==> config.mk <==
export PLATFORM = sky130hd
export DESIGN_NAME = register_bank_port_ctrl_flat
export DESIGN_NICKNAME = d
export VERILOG_FILES = /design/src/rtl/register_bank_port_ctrl_if.sv /design/src/rtl/register_bank_port_ctrl.sv /design/src/flat_wrapper.sv
export SDC_FILE = /design/constraint.sdc
export NUM_CORES = 1
export LEC_CHECK = 0
export ABC_AREA = 1
export CAP_MARGIN = 20
export CORE_MARGIN = 4
export CORE_UTILIZATION = 40
export DETAILED_ROUTE_END_ITERATION = 10
export PLACE_DENSITY_LB_ADDON = 0.1
export SLEW_MARGIN = 0
export SYNTH_ARGS = -nofsm -noshare
export SYNTH_HDL_FRONTEND = slang
export SYNTH_SLANG_ARGS = --single-unit
==> constraint.sdc <==
create_clock -name clock -period 3.26 [get_ports clock]
set_input_delay 0.489 -clock clock [delete_from_list [all_inputs] [get_ports clock]]
set_output_delay 0.489 -clock clock [all_outputs]
set_load 0.1 [all_outputs]
==> src/rtl/register_bank_port_ctrl_if.sv <==
// Bus between the pipeline-side port controller and its environment
// (decode/writeback stages and register_bank).
//   master : the controller. It drives WB_READY, OP_*, RA/RB and WC/WPC/W_RB,
//            and receives the writeback, read-request and bank read-data inputs.
//   slave  : the environment, with every direction reversed.
// Parameters: AW = register address width, DW = data width.
interface register_bank_port_ctrl_if #(
    parameter int AW = 4,
    parameter int DW = 32
);
    logic          WB_VALID;
    logic          WB_READY;
    logic [AW-1:0] WB_DEST;
    logic [DW-1:0] WB_DATA;
    logic          WR_HOLD;
    logic          RD_REQ;
    logic [AW-1:0] RD_A;
    logic [AW-1:0] RD_B;
    logic          OP_VALID;
    logic [DW-1:0] OP_A;
    logic [DW-1:0] OP_B;
    logic [AW-1:0] RA;
    logic [AW-1:0] RB;
    logic [DW-1:0] PRA;
    logic [DW-1:0] PRB;
    logic [AW-1:0] WC;
    logic [DW-1:0] WPC;
    logic          W_RB;

    modport master (
        input  WB_VALID, WB_DEST, WB_DATA, WR_HOLD,
        input  RD_REQ, RD_A, RD_B, PRA, PRB,
        output WB_READY, OP_VALID, OP_A, OP_B, RA, RB, WC, WPC, W_RB
    );

    modport slave (
        output WB_VALID, WB_DEST, WB_DATA, WR_HOLD,
        output RD_REQ, RD_A, RD_B, PRA, PRB,
        input  WB_READY, OP_VALID, OP_A, OP_B, RA, RB, WC, WPC, W_RB
    );
endinterface

==> src/rtl/register_bank_port_ctrl.sv <==
// Pipeline-side master for register_bank.
// Writeback requests are queued in a DEPTH-entry FIFO and drained into the
// bank one per cycle (WC/WPC/W_RB) unless WR_HOLD is set. Operand reads are
// registered with one cycle of latency; values still in flight (the request
// being accepted this cycle or any queued entry) are bypassed so the newest
// write to a register always wins over the bank contents.
// Ports:
//   clock, reset : rising-edge clock, asynchronous active-high reset
//   bus (master) : WB_* writeback handshake, WR_HOLD, RD_* read request,
//                  OP_* registered operands, RA/RB + PRA/PRB bank read port,
//                  WC/WPC/W_RB bank write port
module register_bank_port_ctrl #(
    parameter int DEPTH = 4,
    parameter int AW    = 4,
    parameter int DW    = 32
) (
    input  logic                      clock,
    input  logic                      reset,
    register_bank_port_ctrl_if.master bus
);
    localparam int PW = (DEPTH > 1) ? $clog2(DEPTH) : 1;
    localparam int CW = PW + 1;

    logic [AW-1:0] dest_q [DEPTH];
    logic [DW-1:0] data_q [DEPTH];
    logic [PW-1:0] wr_ptr;
    logic [PW-1:0] rd_ptr;
    logic [CW-1:0] count;

    logic          wb_ready;
    logic          accept;
    logic          drain;
    logic          fifo_nonempty;

    logic [PW-1:0] idx;
    logic [DW-1:0] res_a;
    logic [DW-1:0] res_b;

    logic          op_valid;
    logic [DW-1:0] op_a;
    logic [DW-1:0] op_b;

    // Readiness depends on the registered count only: a full FIFO refuses
    // a request even in a cycle where it also drains.
    assign wb_ready      = (count < CW'(DEPTH));
    assign accept        = bus.WB_VALID && wb_ready;
    assign fifo_nonempty = (count != '0);
    assign drain         = fifo_nonempty && !bus.WR_HOLD;

    // Pointers are PW bits wide and DEPTH is a power of two, so they wrap
    // modulo DEPTH without explicit compare.
    always_ff @(posedge clock or posedge reset) begin
        if (reset) begin
            wr_ptr <= '0;
            rd_ptr <= '0;
            count  <= '0;
        end else begin
            if (accept) wr_ptr <= wr_ptr + PW'(1);
            if (drain)  rd_ptr <= rd_ptr + PW'(1);
            case ({accept, drain})
                2'b10:   count <= count + CW'(1);
                2'b01:   count <= count - CW'(1);
                default: count <= count;
            endcase
        end
    end

    // Entry storage needs no reset: validity is tracked by count alone.
    always_ff @(posedge clock) begin
        if (accept) begin
            dest_q[wr_ptr] <= bus.WB_DEST;
            data_q[wr_ptr] <= bus.WB_DATA;
        end
    end

    // Operand resolution, newest wins: scan valid entries oldest to youngest
    // so younger matches overwrite older ones, then let the request accepted
    // this cycle override everything. The head being drained on this edge
    // is still in the scan because the bank only commits it at the edge.
    always_comb begin
        res_a = bus.PRA;
        res_b = bus.PRB;
        idx   = '0;
        for (int unsigned k = 0; k < DEPTH; k++) begin
            idx = rd_ptr + PW'(k);
            if (CW'(k) < count) begin
                if (dest_q[idx] == bus.RD_A) res_a = data_q[idx];
                if (dest_q[idx] == bus.RD_B) res_b = data_q[idx];
            end
        end
        if (accept && (bus.WB_DEST == bus.RD_A)) res_a = bus.WB_DATA;
        if (accept && (bus.WB_DEST == bus.RD_B)) res_b = bus.WB_DATA;
    end

    always_ff @(posedge clock or posedge reset) begin
        if (reset) begin
            op_valid <= 1'b0;
            op_a     <= '0;
            op_b     <= '0;
        end else if (bus.RD_REQ) begin
            op_valid <= 1'b1;
            op_a     <= res_a;
            op_b     <= res_b;
        end else begin
            op_valid <= 1'b0;
        end
    end

    assign bus.WB_READY = wb_ready;
    assign bus.OP_VALID = op_valid;
    assign bus.OP_A     = op_a;
    assign bus.OP_B     = op_b;
    assign bus.RA       = bus.RD_A;
    assign bus.RB       = bus.RD_B;
    assign bus.W_RB     = drain;
    assign bus.WC       = fifo_nonempty ? dest_q[rd_ptr] : '0;
    assign bus.WPC      = fifo_nonempty ? data_q[rd_ptr] : '0;
endmodule

==> src/flat_wrapper.sv <==
// flat-port wrapper written by rule: the top's interface ports become plain ports
module register_bank_port_ctrl_flat 
#(
    parameter int DEPTH = 4,
    parameter int AW    = 4,
    parameter int DW    = 32
)
  (clock, reset, bus_WB_VALID, bus_WB_DEST, bus_WB_DATA, bus_WR_HOLD, bus_RD_REQ, bus_RD_A, bus_RD_B, bus_PRA, bus_PRB, bus_WB_READY, bus_OP_VALID, bus_OP_A, bus_OP_B, bus_RA, bus_RB, bus_WC, bus_WPC, bus_W_RB);
  register_bank_port_ctrl_if #(.AW(AW), .DW(DW)) bus_i ();
  input  logic clock;
  input  logic reset;
  input wire logic [$bits(bus_i.WB_VALID)-1:0] bus_WB_VALID;
  input wire logic [$bits(bus_i.WB_DEST)-1:0] bus_WB_DEST;
  input wire logic [$bits(bus_i.WB_DATA)-1:0] bus_WB_DATA;
  input wire logic [$bits(bus_i.WR_HOLD)-1:0] bus_WR_HOLD;
  input wire logic [$bits(bus_i.RD_REQ)-1:0] bus_RD_REQ;
  input wire logic [$bits(bus_i.RD_A)-1:0] bus_RD_A;
  input wire logic [$bits(bus_i.RD_B)-1:0] bus_RD_B;
  input wire logic [$bits(bus_i.PRA)-1:0] bus_PRA;
  input wire logic [$bits(bus_i.PRB)-1:0] bus_PRB;
  output wire logic [$bits(bus_i.WB_READY)-1:0] bus_WB_READY;
  output wire logic [$bits(bus_i.OP_VALID)-1:0] bus_OP_VALID;
  output wire logic [$bits(bus_i.OP_A)-1:0] bus_OP_A;
  output wire logic [$bits(bus_i.OP_B)-1:0] bus_OP_B;
  output wire logic [$bits(bus_i.RA)-1:0] bus_RA;
  output wire logic [$bits(bus_i.RB)-1:0] bus_RB;
  output wire logic [$bits(bus_i.WC)-1:0] bus_WC;
  output wire logic [$bits(bus_i.WPC)-1:0] bus_WPC;
  output wire logic [$bits(bus_i.W_RB)-1:0] bus_W_RB;
  assign bus_i.WB_VALID = bus_WB_VALID;
  assign bus_i.WB_DEST = bus_WB_DEST;
  assign bus_i.WB_DATA = bus_WB_DATA;
  assign bus_i.WR_HOLD = bus_WR_HOLD;
  assign bus_i.RD_REQ = bus_RD_REQ;
  assign bus_i.RD_A = bus_RD_A;
  assign bus_i.RD_B = bus_RD_B;
  assign bus_i.PRA = bus_PRA;
  assign bus_i.PRB = bus_PRB;
  assign bus_WB_READY = bus_i.WB_READY;
  assign bus_OP_VALID = bus_i.OP_VALID;
  assign bus_OP_A = bus_i.OP_A;
  assign bus_OP_B = bus_i.OP_B;
  assign bus_RA = bus_i.RA;
  assign bus_RB = bus_i.RB;
  assign bus_WC = bus_i.WC;
  assign bus_WPC = bus_i.WPC;
  assign bus_W_RB = bus_i.W_RB;
  register_bank_port_ctrl #(.DEPTH(DEPTH), .AW(AW), .DW(DW)) u_core (.clock(clock), .reset(reset), .bus(bus_i));
endmodule
# After elaboration in Yosys (flattened, before gate mapping)
# Memories as Yosys holds them, arrays and structs flattened.
# Cells that the tools add are included.
[totals] input_bits=113 ramBits=144 wordCells=62 mem_bits_ro=0 ff_bits=72 latch_bits=0 out_inout_bits=111 memories=2
[memory_table] name="u_core.data_q" depth=4 width=32 read_ports=4 rd_clocked_by_memory_dff=0 wr=1 line_no="register_bank_port_ctrl.sv:25" source="logic [DW-1:0] data_q [DEPTH];"
[memory_table] name="u_core.dest_q" depth=4 width=4 read_ports=4 rd_clocked_by_memory_dff=0 wr=1 line_no="register_bank_port_ctrl.sv:24" source="logic [AW-1:0] dest_q [DEPTH];"
[op_classes] div_mod_pow=0 n_eq_ne=12 n_shift=0 bitwise_logic=0 n_mul=0 n_lt_le_gt_ge=5 reduce_logical=7 muxes=24 addsub=6
[ops] cell="32-bit two-way mux" n=19
[ops] cell="4-bit equality test" n=10
[ops] cell="1-bit by 3-bit less-than comparator with 1-bit output, first input constant" n=2
[ops] cell="2-bit by 3-bit less-than comparator with 1-bit output, first input constant" n=2
[ops] cell="3-bit case mux with 2 select lines" n=1
[ops] cell="2-bit by 1-bit adder with 2-bit output, second input constant" n=2
[ops] cell="2-bit adder, second input constant" n=2
[ops] cell="1-bit logical AND" n=4
[ops] cell="4-bit two-way mux" n=1
[ops] cell="3-bit by 1-bit adder with 3-bit output, second input constant" n=1
[ops] cell="3-bit less-than comparator, second input constant" n=1
[ops] cell="1-bit two-way mux" n=3
[ops] cell="3-bit nonzero test" n=1
[ops] cell="3-bit by 1-bit subtractor with 3-bit output, second input constant" n=1
[ops] cell="2-bit by 1-bit equality test with 1-bit output, second input constant" n=1
[ops] cell="2-bit equality test, second input constant" n=1
[ops] cell="2-bit nonzero test" n=1
[ops] cell="1-bit logical NOT" n=1

# Depth between registers and ports, before layout
# Gate-level depths: netlist (run 1).
# An unclocked memory read counts as a cell.
[logic_depth] word_depth=11 depth_mapped=19

# Least setup slack after synthesis (run 1)
# Ideal clock, no wire load.
[synth_timing] kind="reg2reg" start="register u_core.count[2]" end="register u_core.count[2]" period_less_slack_ns=3.197 t_required_ns=3.142 arrival_ns=3.079 stages_incl_launch_ff=10 setup_slack_ns=0.063 path_cell_list="dfrtp_1 -> inv_2 -> nand2_1 -> inv_2 -> nor2_1 -> ha_1 -> nor2_1 -> o21ai_0 -> xor2_1 -> inv_1"
[synth_between] elab_chain_cells=4 word_cells_on_any_way=10 cone_classes="add/sub: 2; order compare: 1; eq/ne: 2; mux: 1; reduce/logical: 4"
[synth_rtl] item="start: declaration" line_no="register_bank_port_ctrl.sv:28" source="logic [CW-1:0] count;"
[synth_rtl] item="start signal: assignment" line_no="register_bank_port_ctrl.sv:61" source="2'b10: count <= count + CW'(1);"
[synth_rtl] item="start signal: assignment" line_no="register_bank_port_ctrl.sv:62" source="2'b01: count <= count - CW'(1);"
[synth_rtl] item="start signal: assignment" line_no="register_bank_port_ctrl.sv:63" source="default: count <= count;"
[synth_rtl] item="3-bit less-than comparator (*)" line_no="register_bank_port_ctrl.sv:45" source="assign wb_ready = (count < CW'(DEPTH));"
[synth_rtl] item="net bus_WB_READY" line_no="flat_wrapper.sv:21" source="output wire logic [$bits(bus_i.WB_READY)-1:0] bus_WB_READY;"
[synth_rtl] item="1-bit logical AND (*)" line_no="register_bank_port_ctrl.sv:46" source="assign accept = bus.WB_VALID && wb_ready;"
[synth_rtl] item="2-bit by 1-bit equality test with 1-bit output / 2-bit equality test (equally long branches)" line_no="register_bank_port_ctrl.sv:60" source="case ({accept, drain})"
[synth_rtl] item="3-bit case mux with 2 select lines / 2-bit nonzero test (equally long branches)"
# The timed path passes the listed nets; every way through them passes the cells marked *.
# A chain may end at the register's enable or synchronous reset.

# Worst setup path after layout (run 1)
[layout_timing] start="register u_core.rd_ptr[1]" end="output port bus_WPC[1]"
[layout_between] elab_chain_cells=2
[layout_rtl] item="start: declaration" line_no="register_bank_port_ctrl.sv:27" source="logic [PW-1:0] rd_ptr;"
[layout_rtl] item="start signal: assignment" line_no="register_bank_port_ctrl.sv:59" source="if (drain) rd_ptr <= rd_ptr + PW'(1);"
[layout_rtl] item="memory read 4 x 32 bit"
[layout_rtl] item="32-bit two-way mux" line_no="register_bank_port_ctrl.sv:117" source="assign bus.WPC = fifo_nonempty ? data_q[rd_ptr] : '0;"
[layout_rtl] item="end: declaration" line_no="flat_wrapper.sv:28" source="output wire logic [$bits(bus_i.WPC)-1:0] bus_WPC;"
# No other way between the ends.

==> results, run 1 <==
- In the final layout, the share of cells above drive strength 1 is ~13%.
- The violation count after the first detailed-routing iteration is roughly 1,400.
- The vias per cell is 5.377.
- The global router's overall resource usage is between 20 and 30%.
- Across all layers, the routed design uses approximately 17,000 vias.
- The count of boundary I/O pins is 224.
- The worst setup path is captured at a primary output.
- The flow ran to the end, and the final reports show no timing, DRC or antenna violations.
- The routability-driven placement congestion ratio is 0.8998.
- For the worst setup path, the data arrival time is between 2000 and 3000 ps.
- The total of hold buffers inserted after clock tree synthesis is 0.
- The clock passes through at most 3 buffers.
- The worst path needs 3121 ps of the cycle, external delays included.
- The post-synthesis instance total is 2,373.
- On the final layout, the worst hold slack is 347.7 ps.
- The relative max-transition margin is around 32%.
- Sequential elements use 37.45% of the synthesized area.
- The number of antenna-violating nets in the routed design is 0.
- The HPWL after detailed placement is approximately 40,000 um.
- The count of flip-flops with a built-in enable after synthesis is 144.
- The number of global-route vias before repair was ~16,000.
- The buffer type at the clock tree root is clkbuf_16.
- The detail-routed net length per standard cell is between 20 and 25 um.
- The initial antenna violation count is 0.
- The worst-case clock skew is just under 30 ps.
- Static timing analysis puts the maximum clock frequency at ~320 MHz.
- The hold violation count in the final report is 0.
- Setup repair after global routing left no endpoint under its margin.
- The core box area is approximately 0.04 mm^2.
- The CTS tree is yes.
- Entering global routing, the biggest net connects slightly below 90 pins.
- The detailed-router iteration count before antenna repair is 6.
- The area growth from synthesis to layout is 23.78%.
- At the pin with the least slew margin, the transition time is approximately 1000 ps.
- After layout, the worst path uses 95.75% of the clock period.
- Yosys mapped the design onto 40 distinct sky130hd cell types.
- During placement, the flow inserted port buffers numbering ~220.
- The number of nets handed over by synthesis was approximately 2,500.
- The number of clock buffers inserted by TritonCTS is 27.
- After clock tree synthesis, the clock-pin slew on the worst setup and hold paths is around 60 ps.
- The number of nets in the final layout is about 2,600.
- The number of rows in the core area is 73.
- The antenna diode count is 0.
- After routing the design area is 0.02025 mm^2.
- The number of synthesized register bits is around 220.
- The total congestion overflow is 0.
- The tool flagged a number of max-cap violations equal to 0.
- Setup violations remaining at the end of the flow were counted as 0.
- The count of buffers added by post-CTS timing repair for setup is 0.
- For this configuration, the core starts out at a cell density of 40.80%.
- After synthesis the cells add up to roughly 0.016 mm^2.
- The fraction of synthesis flops using an asynchronous set or reset pin is between 30% and 40%.
- The number of pins exceeding their max-slew limit in the final report was 0.
- The remaining design rule violation count is 0.
- In this run the cell area measured after placement is a little under 0.02 mm^2.
- The global-route wire length before repair is 95,320 um.
- The register area is 0.006130 mm^2.
- The die is around 210 um wide.
- At the worst endpoint, the required time is around 2800 ps.
- The total number of yosys warnings is 0.
- The layout filler cell count is around 3,900.
- CTS built an H-tree with a depth of 1.
- The clock net in this run drives a total of approximately 220 sinks.
- The area of combinational cells with multiple inputs is between 0.008 and 0.009 mm^2.
- The most used flip-flop cell after synthesis is edfxtp_1.
- Measured on the finished design, the core utilization comes to between 50% and 60%.
- Along the worst path, the maximum fanout reaches 52.
- The total routed wirelength is between 60,000 and 70,000 um.
- The min-delay analysis places its worst path in the category in2async.
- The startpoint-to-endpoint class of the critical path is reg2out.
- Measured along the y axis, the die boundary spans between 200 and 250 um.
- A synthesized cell averages ~7 um^2.
- The die area is 0.04420 mm^2.
- The sort of element at the start of the critical path is a flip-flop.
- The insertion delay to the later sink of the worst-skew pair is approximately 570 ps.
-- area by class of cell --
cell class	instances	share of cell area (%)
Clock buffer	35	3.485
Clock inverter	15	1.057
Inverter	232	4.356
Multi-Input combinational cell	1758	41.53
Sequential cell	216	30.27
Tap cell	525	3.244
Timing Repair Buffer	293	16.05
-- layer usage --
metal | wire [um] | vias up | GRT usage (%)
met2 | 28900 | 723 | 45.10
li1 | - | 7975 | -
met1 | 26520 | 7732 | 37.65
met3 | 5214 | 100 | 3.780
met4 | 1440 | 0 | 7.718
met5 | 0 | - | 0
-- path summary, 6_finish.rpt --
path / startpoint / endpoint / slack (ps) / cells past startpoint
max in group asynchronous: reset / u_core.rd_ptr[0] / 2480 / 3
min in group clock: u_core.count[0] / u_core.count[0] / 510 / 1
worst min-delay path: reset / u_core.bus.OP_A[11] / 350 / 3
worst max-delay path: u_core.rd_ptr[1] / bus_WPC[1] / 140 / 6
worst max register to register: u_core.rd_ptr[0] / u_core.bus.OP_B[5] / 440 / 14
worst min register to register: u_core.count[0] / u_core.count[0] / 510 / 1
-- metrics by stage --
stage	cells	setup slack [ps]	TNS (ps)
2_1_floorplan	2373	62.81	0
3_3_place_gp	3023	380.1	0
3_5_place_dp	3023	385.5	0
4_1_cts	3073	-4.860	-7.101
5_1_grt	3074	4.197	0
6_report	3074	138.7	0
-- what timing repair did --
action                     in CTS  in global routing
resized for setup               6                  7
gates cloned                    0                  1
setup endpoints to repair      22                 22
-- critical path, cell delays in order (launching register included) --
cell and delay, ps:
dfrtp_1 510, inv_4 270, buf_4 490, o21a_1 350, inv_1 70, nor2_1 180
buf_12 200
-- kinds of logic after synthesis --
logic type               count (synthesis)  synth area share (%)
AND/OR/NAND/NOR                       1358                 35.00
buffers and inverters                  399                 11.70
AO/OA/AOI/OAI                          349                 12.58
flip-flops                             216                 37.45
multiplexers                            32                 1.958
XOR/XNOR                                11                0.7036
adder cells (fa/ha/maj)                  8                0.6119
-- flip-flops by register name, summed over array words and instances, names as in the netlist --
register	count
u_core.rd_ptr	2
u_core.dest_q	16
u_core.bus.OP_A	32
u_core.bus.OP_VALID	1
u_core.wr_ptr	2
u_core.count	3
u_core.data_q	128
u_core.bus.OP_B	32
-- synth_stat cells, drive strengths merged (4+ instances only) --
cell | count | area share (%)
nand2 | 831 | 19
nand3 | 276 | 8.6
inv | 232 | 5.3
nor2 | 186 | 4.7
o21ai | 176 | 5.5
edfxtp | 144 | 26
a21oi | 133 | 5.1
buf | 120 | 4.9
dfrtp | 72 | 11
clkbuf | 46 | 1.4
or2 | 33 | 1.3
mux2i | 32 | 2.0
nand4 | 32 | 1.2
o21a | 32 | 1.5
ha | 8 | 0.61
xor2 | 7 | 0.49
o22ai | 4 | 0.15
xnor2 | 4 | 0.21
-- layout by cell type, fill, tap and decap left out, types with 3 or more instances in the layout --
master / count
nand2_4: 3
ha_1: 8
or2_2: 32
nand2_2: 9
o22ai_1: 4
nand2_1: 819
clkbuf_16: 28
nor2_1: 171
xor2_1: 6
inv_1: 219
o21ai_0: 136
clkbuf_1: 8
o21ai_1: 36
clkinv_2: 4
o21a_1: 32
a21oi_1: 87
buf_4: 96
buf_12: 52
bufinv_16: 5
inv_2: 10
mux2i_1: 32
edfxtp_1: 144
xnor2_1: 4
a21oi_2: 45
dfrtp_1: 71
nand3_1: 273
nand4_1: 32
clkdlybuf4s50_1: 140
nor2_4: 14
o21ai_2: 4
Power of run 1 is not shown: default switching activity piles up to over one toggle a cycle in this logic, so the estimate is an artifact.
==> inputs of run 2 (changes only) <==
--- a/config.mk
+++ b/config.mk
@@ -10,7 +10,7 @@
 export CORE_MARGIN = 4
 export CORE_UTILIZATION = 40
 export DETAILED_ROUTE_END_ITERATION = 10
-export PLACE_DENSITY_LB_ADDON = 0.1
+export PLACE_DENSITY = 0.64
 export SLEW_MARGIN = 0
 export SYNTH_ARGS = -nofsm -noshare
 export SYNTH_HDL_FRONTEND = slang
==> run 2 against run 1 <==
- routed wire length up 2.0%
- via count up 2.1%
- clock skew down 13 ps
- critical path type unchanged
- critical endpoint is now bus_WPC[19]
==> results, run 2 (synthesized netlist as in run 1, its figures left out) <==
- The congestion estimate from routability-driven global placement came to 0.9524.
- Dividing the detail-routed via count by the number of cells gives 5.505.
- In this run the core area contains 73 standard-cell rows.
- The cell area after placement is roughly 0.019 mm^2.
- The upper clock frequency limit is 320.9 MHz.
- The total routed wirelength is approximately 63,000 um.
- In this run the tool buffered the top-level ports with around 220 buffer cells.
- Leaving out fill and tap cells, the most frequent cell in the layout is nand2_1.
- The number of flip-flops under the largest register name is between 100 and 150.
- The tree is rooted in a clkbuf_16.
- The sort of element at the start of the critical path is a flip-flop.
- At the pin with the least slew margin, the transition time is approximately 1000 ps.
- The final route contains 16,890 vias.
- The arrival time at the worst endpoint is ~2600 ps.
- The number of nets in the final layout is 2,643.
- Counting the buffers created by CTS gives 27.
- The number of global-route vias before repair is about 17,000.
- The setup check on the worst reg-to-reg path leaves a slack of between 500 and 600 ps.
- The slowest cell on the critical path is dfrtp_4.
- The die covers about 0.044 mm^2.
- The height of the die is between 200 and 250 um.
- In this design, the stage delay of the slowest critical-path cell is 550 ps.
- The clock passes through at most 3 buffers.
- The number of pins exceeding their max-slew limit in the final report was 0.
- Of the available clock period, the critical path in the final layout requires 95.59%.
- The first detailed-routing pass took 6 iterations.
- The die is ~210 um wide.
- The hold violation count in the final report is 0.
- After global routing the overflow that remains totals 0.
- The final cell count without fillers is 3,067.
- The antenna diode count is 0.
- After routing the design area is roughly 0.020 mm^2.
- The CTS tree is yes.
- Of all nets on the critical path, the largest fanout is 40.
- In this run the critical register-to-register path is launched from u_core.rd_ptr[1].
- Walking the worst path, the cells encountered are buf_16, buf_4, or2_2, o21ai_0, nand2_1, o21a_1, inv_1, nor2_1, buf_12.
- The global-route wire length before repair is roughly 97,000 um.
- Relative to the synthesized area, the layout overhead comes to 24.05%.
- The violation count after the first detailed-routing iteration is ~1,600.
- The CTS H-tree depth is 1.
- Once detail routing completed, the nets flagged for antenna violations numbered 0.
- Ranked by flip-flop count, first place goes to u_core.data_q.
- The class of the tightest hold or removal check is in2async.
- At the later pin of the worst-skew pair, clock insertion delay measures roughly 550 ps.
- The type of element capturing the critical path is a primary output.
- The critical path is of the reg2out type.
- In this run the count of I/O pins placed on the die edge is approximately 220.
- For the worst flop-to-flop path, the logic depth is 16.
- Setup slack on the critical path of the routed design comes to about 140 ps.
- After filler insertion, the fill cell instance count of the layout stands at roughly 3,900.
- After detailed routing, the number of remaining DRC violations is 0.
- The flow ran to the end, and the final reports show no timing, DRC or antenna violations.
- The required time of the critical path is about 2800 ps.
- The initial antenna violation count was 1.
- Timing analysis after detailed placement gives a worst setup slack of ~430 ps.
- Once placement completed, the tool counted placed cells totaling around 3,000.
- The global router's overall resource usage is between 20 and 30%.
- The tool flagged a number of max-cap violations equal to 0.
- The post-route minimum period is approximately 3100 ps.
- The setup violation total in the final timing report is 0.
- The post-route netlist has roughly an eighth of its cells at a drive strength greater than 1.
- The reg-to-reg critical path endpoint is u_core.bus.OP_A[22].
- The HPWL after detailed placement is slightly below 40,000 um.
- Clock-pin slew was measured on the worst setup and hold paths at roughly 60 ps.
- The region available for standard cell placement spans ~0.040 mm^2.
- The relative max-transition margin is 29.99%.
- Cells fill about half of the core in the end.
- The detail-routed net length per standard cell is 20.64 um.
- The maximum number of pins on one net before global-route repair is 93.
- In the layout the commonest cells are nand2_1 (819), nand3_1 (273), inv_1 (219).
- The number of sinks on the clock net is ~220.
- The multi-input combinational cells in the finished layout cover a total of between 0.008 and 0.009 mm^2.
- For the final database, setup skew stands at between 15 and 20 ps.
- Registers take 0.006130 mm^2.
- Once the floorplan was initialized, standard cells occupied 40.80% of the core.
[run 2: through the flow]
stage | TNS, ps | hold WS (ps)
floorplan | 0 | 473.3
global placement | 0 | 490.3
detailed placement | 0 | 500.6
CTS | 0 | 375.6
global route | -0.8331 | 436.1
finish | 0 | 374.2
[run 2: worst max-delay path: cells and delay by family, from the launching register on]
kind	cells	cell delay [ps]
buffers and inverters	4	770
flip-flops	1	550
AND/OR/NAND/NOR	3	390
AO/OA/AOI/OAI	2	320
[run 2: layout make-up]
type	count	share of cell area (%)
sequential	216	30.20
tap	525	3.237
clock buffer	35	3.576
inverter	232	4.353
clock inverter	14	0.9864
multi-input combinational	1758	41.44
timing repair buffer	287	16.20
[run 2: routing by layer]
layer	vias to the layer above	part of all wire (%)	track usage, %
met5	-	0.021	0
met4	2	4.2	10.91
met3	194	10	5.194
met2	915	45	45.00
met1	7806	40	36.70
li1	7968	-	-
[run 2: how the worst max path moves through the flow]
stage,endpoint,slack [ps],from,cells past startpoint
floorplan,u_core.count[2],60,u_core.count[2],9
global placement,u_core.bus.OP_B[12],410,bus_RD_B[0],12
detailed placement,u_core.bus.OP_A[24],430,bus_RD_A[1],9
CTS,bus_WPC[1],30,u_core.rd_ptr[0],8
global route,bus_WPC[13],-0.8,u_core.rd_ptr[0],9
finish,bus_WPC[19],140,u_core.rd_ptr[0],9
[run 2: repair_timing]
action | in CTS | in global routing
resized for setup | 3 | 1
hold buffers | 0 | 0
pin swaps | 0 | 0
setup endpoints to repair | 18 | 25
buffers inserted | 0 | 4
cloned | 2 | 0
Power of run 2 is left out for the same reason.
